`config.mk`:
```
export PLATFORM = sky130hd
export DESIGN_NAME = shift_word_serializer
export DESIGN_NICKNAME = d
export VERILOG_FILES = /design/src/rtl/shift_pkg.sv /design/src/rtl/shift_word_serializer.sv
export SDC_FILE = /design/constraint.sdc
export NUM_CORES = 1
export LEC_CHECK = 0
export BUFFER_PORTS_ARGS = -buffer_cell sky130_fd_sc_hd__buf_4
export CAP_MARGIN = 20
export CORE_MARGIN = 2
export CORE_UTILIZATION = 45
export CTS_CLUSTER_SIZE = 12
export DETAILED_ROUTE_END_ITERATION = 16
export GPL_TIMING_DRIVEN = 0
export PLACE_DENSITY_LB_ADDON = 0.12
export RECOVER_POWER = 100
export SLEW_MARGIN = 25
export SYNTH_ARGS = -nofsm -noshare
export SYNTH_HDL_FRONTEND = slang
export SYNTH_SLANG_ARGS = --single-unit
```
`constraint.sdc`:
```
create_clock -name clk -period 4.9 [get_ports clk]
set_input_delay 0.49 -clock clk [delete_from_list [all_inputs] [get_ports clk]]
set_output_delay 0.49 -clock clk [all_outputs]
set_load 0.1 [all_outputs]
```
`src/rtl/shift_pkg.sv`:
```
// Shared constants and helpers for the word serializer feeding the bidirectional shift register.
package shift_pkg;

    localparam logic [1:0] ST_IDLE  = 2'd0;
    localparam logic [1:0] ST_SHIFT = 2'd1;
    localparam logic [1:0] ST_DONE  = 2'd2;

    localparam logic DIR_LEFT  = 1'b0;
    localparam logic DIR_RIGHT = 1'b1;

    typedef enum logic [1:0] {
        IDLE  = ST_IDLE,
        SHIFT = ST_SHIFT,
        DONE  = ST_DONE
    } state_t;

    // Left shift sends MSB first, right shift sends LSB first, so the word lands unrotated downstream.
    function automatic int unsigned bit_idx(input int unsigned width, input int unsigned cnt,
                                            input logic dir);
        return (dir == DIR_RIGHT) ? cnt : (width - 1 - cnt);
    endfunction

endpackage

```
`src/rtl/shift_word_serializer.sv`:
```
// Serializes a handshaken parallel word into d/en/dir for a bidirectional shift register.
module shift_word_serializer
    import shift_pkg::*;
#(
    parameter int MSB = 16
) (
    input  logic           clk,
    input  logic           rst,
    input  logic [MSB-1:0] in_data,
    input  logic           in_dir,
    input  logic           in_valid,
    output logic           in_ready,
    output logic           d,
    output logic           en,
    output logic           dir,
    output logic           busy,
    output logic           done
);

    localparam int CW = $clog2(MSB);

    state_t         state_q, state_d;
    logic [CW-1:0]  cnt_q, cnt_d;
    logic [MSB-1:0] shadow_q, shadow_d;
    logic           dir_q, dir_d;
    logic           d_q, d_d;
    logic           en_q, en_d;
    logic           busy_q, busy_d;
    logic           done_q, done_d;

    assign in_ready = (state_q == IDLE);
    assign d        = d_q;
    assign en       = en_q;
    assign dir      = dir_q;
    assign busy     = busy_q;
    assign done     = done_q;

    // Outputs are computed one cycle ahead so every frame signal leaves straight from a flop.
    always_comb begin
        state_d  = state_q;
        cnt_d    = cnt_q;
        shadow_d = shadow_q;
        dir_d    = dir_q;
        d_d      = 1'b0;
        en_d     = 1'b0;
        busy_d   = 1'b0;
        done_d   = 1'b0;
        case (state_q)
            IDLE: begin
                cnt_d = '0;
                if (in_valid) begin
                    shadow_d = in_data;
                    dir_d    = in_dir;
                    state_d  = SHIFT;
                    en_d     = 1'b1;
                    busy_d   = 1'b1;
                    d_d      = in_data[CW'(bit_idx(MSB, 0, in_dir))];
                end
            end
            SHIFT: begin
                busy_d = 1'b1;
                if (cnt_q == CW'(MSB - 1)) begin
                    state_d = DONE;
                    done_d  = 1'b1;
                end else begin
                    cnt_d = cnt_q + CW'(1);
                    en_d  = 1'b1;
                    d_d   = shadow_q[CW'(bit_idx(MSB, 32'(cnt_d), dir_q))];
                end
            end
            DONE: begin
                state_d = IDLE;
            end
            default: begin
                state_d = IDLE;
            end
        endcase
    end

    always_ff @(posedge clk) begin
        if (rst) begin
            state_q  <= IDLE;
            cnt_q    <= '0;
            shadow_q <= '0;
            dir_q    <= 1'b0;
            d_q      <= 1'b0;
            en_q     <= 1'b0;
            busy_q   <= 1'b0;
            done_q   <= 1'b0;
        end else begin
            state_q  <= state_d;
            cnt_q    <= cnt_d;
            shadow_q <= shadow_d;
            dir_q    <= dir_d;
            d_q      <= d_d;
            en_q     <= en_d;
            busy_q   <= busy_d;
            done_q   <= done_d;
        end
    end

endmodule

```
Yosys cells after proc, flatten, opt, wreduce, memory -nomap -nowiden
Cells that the tools add are included.
W data, S select, Z words.

storage, ports and cells
  bits in latches = 0
  flip-flop bits (word level) = 27
  RAM bits = 0
  logic and storage cells = 43
  memory bits (read-only) = 0
  memories = 0

cells by class
  shifts and indexed selects = 0
  $lt $le $gt $ge = 2
  muxes and demuxes = 19
  div/mod/pow operators = 0
  eq/ne operators = 5
  $add $sub $neg = 2
  multiply operators = 0
  bitwise logic cells = 1
  reduce and logical (&&, ||, !) cells = 6

operators by type and width
  kind                   number
  $mux W4                3
  $lt A4 B5 Y1 const B   2
  $bmux W1 S4            2
  $pmux W4 S2            1
  $mux W1                7
  $ne A2 B2 Y1 const B   3
  $pmux W1 S2            3
  $reduce_and A2 Y1      3
  $add A4 B1 Y4 const B  1
  $eq A4 B4 Y1 const B   1
  $mux W2                2
  $pmux W2 S2            1
  $sub A4 B4 Y4 const A  1
  $eq A2 B1 Y1 const B   1
  $logic_not A2 Y1       1
  $reduce_bool A2 Y1     1
  $reduce_or A2 Y1       1
  $not A1 Y1             1

Logic depth before layout (Yosys ltp)
  depth in word-level cells = 7
  mapped depth = 7
  depth with buffers taken out = 6

Worst setup path before layout
OpenSTA, ideal clock, no wires.

  path type = register -> register
  from = register state_q[0]
  to = register shadow_q[1]
  path slack = 2,361 ps
  arrival = 2,468 ps
  stages on the path, launching flop included = 7
  clock period less this slack = 2,539 ps
  buffers on the path = 2
  required time = 4,830 ps
  cell sequence = dfxtp_1 > nor2_1 > and2_1 > buf_2 > buf_2 > nand2_1 > a21oi_1

between the ends
  longest elaborated chain between the ends = 2

ends and longest elaborated chain
  item                                line                         source
  start: declaration                  shift_word_serializer.sv:22  state_t state_q, state_d;
  start signal: assignment            shift_word_serializer.sv:91  state_q <= state_d;
  $logic_not A2 Y1                    --
  net in_ready                        shift_word_serializer.sv:12  output logic in_ready,
  $reduce_and A2 Y1 (no source line)  --
  end signal: assignment              shift_word_serializer.sv:93  shadow_q <= shadow_d;
  end: declaration                    shift_word_serializer.sv:24  logic [MSB-1:0] shadow_q, shadow_d;

The timed path passes the listed nets, and every way through them passes these cells.
A chain may end at the register's enable or synchronous reset.

Worst setup path after layout
  from = register state_q[0]
  to = output in_ready

between the ends
  longest elaborated chain between the ends = 1

ends and longest elaborated chain
  item              line                         source
  $logic_not A2 Y1  shift_word_serializer.sv:31  assign in_ready = (state_q == IDLE);
  end: declaration  shift_word_serializer.sv:12

No other way between the ends.

==> key figures <==
Layout
  – Layout Nets: 219
  – Seq. cell area: 540.5 sq um
  – Layout cells sized above 1: 18.78%
  – Final std cells w/o fill: 241
  – Final core utilization: 55.33%
  – Number of fill cells: 327
  – Diodes inserted: 0
  – Area Overhead vs Synth: 16.28%
  – Multi-input logic area: 819.5 sq um
  – Final Instance Area: 1689 sq um

Place
  – Post-DP HPWL: 2356 um
  – Count of input and output buffers: 25
  – Routability cong.: 0.8828
  – Pre-CTS setup slack: 2.931 ns
  – Placement Cell Area: 1695 sq um
  – Placed cells: 237

Clock network
  – H-Tree Depth: 1
  – Post-CTS setup buffers: 0
  – Clock Path Buffers: 2
  – Post-CTS Resized: 0
  – Clock tree root driver cell: clkbuf_4
  – TritonCTS Buffers: 3
  – Clock sinks: 27
  – CTS tree: built
  – Hold_buf cts: 0
  – Clock transition at path regs: 0.15 ns
  – Worst skew pair latency: 0.32 ns

Synth
  – Main synth FF type: dfxtp_1
  – Top post-synthesis cells by count: nand2_1 (38), dfxtp_1 (27), a21oi_1 (23), mux2i_1 (10)
  – Synthesis-stage register bit count: 27
  – Asr flop ratio synth: 0%
  – Syn_area_per_cell: 8.647 sq um
  – Synth cell types: 35
  – Mapped Cells: 168
  – Synth top area share: 37.21%
  – Post-synth EDFFs: 0
  – Count leader, synth: nand2_1
  – Post-synthesis sequential area ratio: 37.21%
  – Yosys top cell by area: dfxtp_1
  – Syn_nets: 189
  – Synth Cell Area: 1453 sq um
  – Ys Warns: 0
  – Synth top area cells: dfxtp_1 (37%), nand2_1 (9.8%), a21oi_1 (7.9%)

Die
  – DIE WIDTH: 60.82 um
  – # IOs: 26
  – Die height: 60.82 um
  – CORE AREA: 3053 sq um
  – Full die area: 3698 sq um
  – Starting density of the core: 47.58%
  – Row count: 20

Global routing
  – First-pass GRT wire length: 5395 um
  – Initial antenna violation count: 0
  – Vias in the first global route: 1186
  – Gr busiest metal: met2
  – Met2 Use GR: 33.18%
  – Met3 Track Usage GR: 3.412%
  – Overflow after GRT: 0
  – Routing usage on met1: 25.20%
  – Aggregate global-route resource usage: 19.56%
  – Largest net degree at the start of global routing: 15

STA
  – Max-Slew Margin vs Limit: 23.00%
  – Worst-Margin Slew: 1.160 ns
  – RSZ-0062 raised after global routing: false
  – Crit path time final: 2.430 ns
  – Max Slew Vio Count: 0
  – Post-route setup slack: 2.470 ns
  – Fmax: 411.5 MHz
  – Worst Skew: 0.002672 ns
  – Final setup violation count: 0
  – Fin. Hold Viols: 0
  – TNS Setup: 0 ns
  – Final worst-path cycle share: 49.60%

Pwr
  – P_leak: 0.6494 nW
  – Peak supply drop: 140.8 uV
  – PwrDens: 262.0 nW/um^2

Worst hold path
  – WHS Path Cells: 2
  – Hold_sp: rst
  – Worst min path class: in2reg
  – WHS Endpoint: state_q[0]

Worst setup path
  – Startpoint class of the critical path: register
  – Crit Path Category: reg2out
  – Cell Chain, Critical Path: nor2_1, clkbuf_1
  – Slowest Stage Delay on Critical Path: 0.90 ns
  – CP Max Fanout: 6
  – Reg2Reg Capture Point: d
  – Data arrival, critical path: 1.94 ns
  – Critical Path RT: 4.41 ns
  – Worst r2r src: cnt_q[1]
  – R2r setup slk: 2.75 ns
  – Worst Setup End Kind: primary output
  – CP Buf/Inv Count: 1
  – Worst path slowest cell: clkbuf_1
  – R2R depth: 7
  – Crit. path cell count: 2
  – Kind of cell adding the most delay to the critical path: buffers and inverters

Routing
  – Detailed Route WL: 3178 um
  – Final routed DRC violation total: 0
  – Initial DRC Count: 33
  – Post-detailed-route wirelength per cell: 13.19 um
  – Drt pass-1 iters: 4
  – Routed Antenna Nets: 0
  – Detailed-route vias per instance: 5.195
  – Routed via count: 1252

Run
  – Total of max-cap violations: 0

Run status
  – Outcome: complete, no violations
[placed cells by master, fill, tap and decap left out, drive strengths merged, types with 2 or more instances in the layout]
cell	n
nand2	38
dfxtp	27
a21oi	23
buf	23
clkbuf	20
mux2i	10
nor2	6
nand3	6
mux4	6
nor3	5
inv	3
o21a	2
and2	2
nand3b	2
or2	2
o21ai	2
o221a	2
nand2b	2
xor2	2
xnor2	2
o22ai	2
[worst max path at each step]
stage          startpoint           to
4_1_cts          cnt_q[1]            d
6_report       state_q[0]     in_ready
2_1_floorplan  state_q[0]  shadow_q[1]
3_3_place_gp     cnt_q[1]            d
3_5_place_dp     cnt_q[1]            d
5_1_grt        state_q[0]     in_ready
[layer usage]
| layer | up-vias | part of all wire (%) |
|---|---|---|
| li1 | 643 | - |
| met1 | 592 | 46 |
| met2 | 15 | 50 |
| met3 | 2 | 2.8 |
| met4 | 0 | 0.47 |
| met5 | - | 0 |
[kinds of logic (layout without fill, tap and decap cells)]
group | count (synthesis) | in the layout | synth area share (%)
flip-flops | 27 | 27 | 37.21
multiplexers | 17 | 17 | 17.74
AND/OR/NAND/NOR | 67 | 67 | 20.59
XOR/XNOR | 4 | 4 | 2.412
adder cells (fa/ha/maj) | 1 | 1 | 0.8612
AO/OA/AOI/OAI | 35 | 35 | 14.82
buffers and inverters | 17 | 46 | 6.373
[power breakdown]
part	internal [mW]	switching [mW]
sequential	0.231	0.00784
clock	0.0319	0.0695
combinational	0.0400	0.0619
total	0.303	0.139
[final cells by class]
| cell class | instances | area share (%) |
|---|---|---|
| clock buffers | 4 | 1.556 |
| repair buffers | 25 | 9.778 |
| plain buffers | 14 | 4.222 |
| multi-input cells | 124 | 48.52 |
| inverters | 3 | 0.6667 |
| well taps | 44 | 3.259 |
| flip-flops and latches | 27 | 32.00 |
[sequential cells by signal (all words and copies together) (netlist names)]
register  flops
dir           1
d             1
done          1
cnt_q         4
shadow_q     16
busy          1
en            1
state_q       2
[per-stage QoR]
step / hold WS [ns] / power [mW]
floorplan: 0.4397 / 0.3196
global placement: 0.4497 / 0.3483
detailed placement: 0.4623 / 0.3511
CTS: 0.3381 / 0.4500
global route: 0.3177 / 0.4674
finish: 0.3434 / 0.4426
[worst register-to-register path, stage by stage, from the launching register on]
cell and delay, ns:
dfxtp_1 0.39, ha_1 0.29, clkbuf_1 0.31, mux4_2 0.55, nor3_1 0.16, or4_1 0.13, o31a_1 0.14, o22ai_2 0.06
No activity file was read; power rests on OpenSTA's default activity.
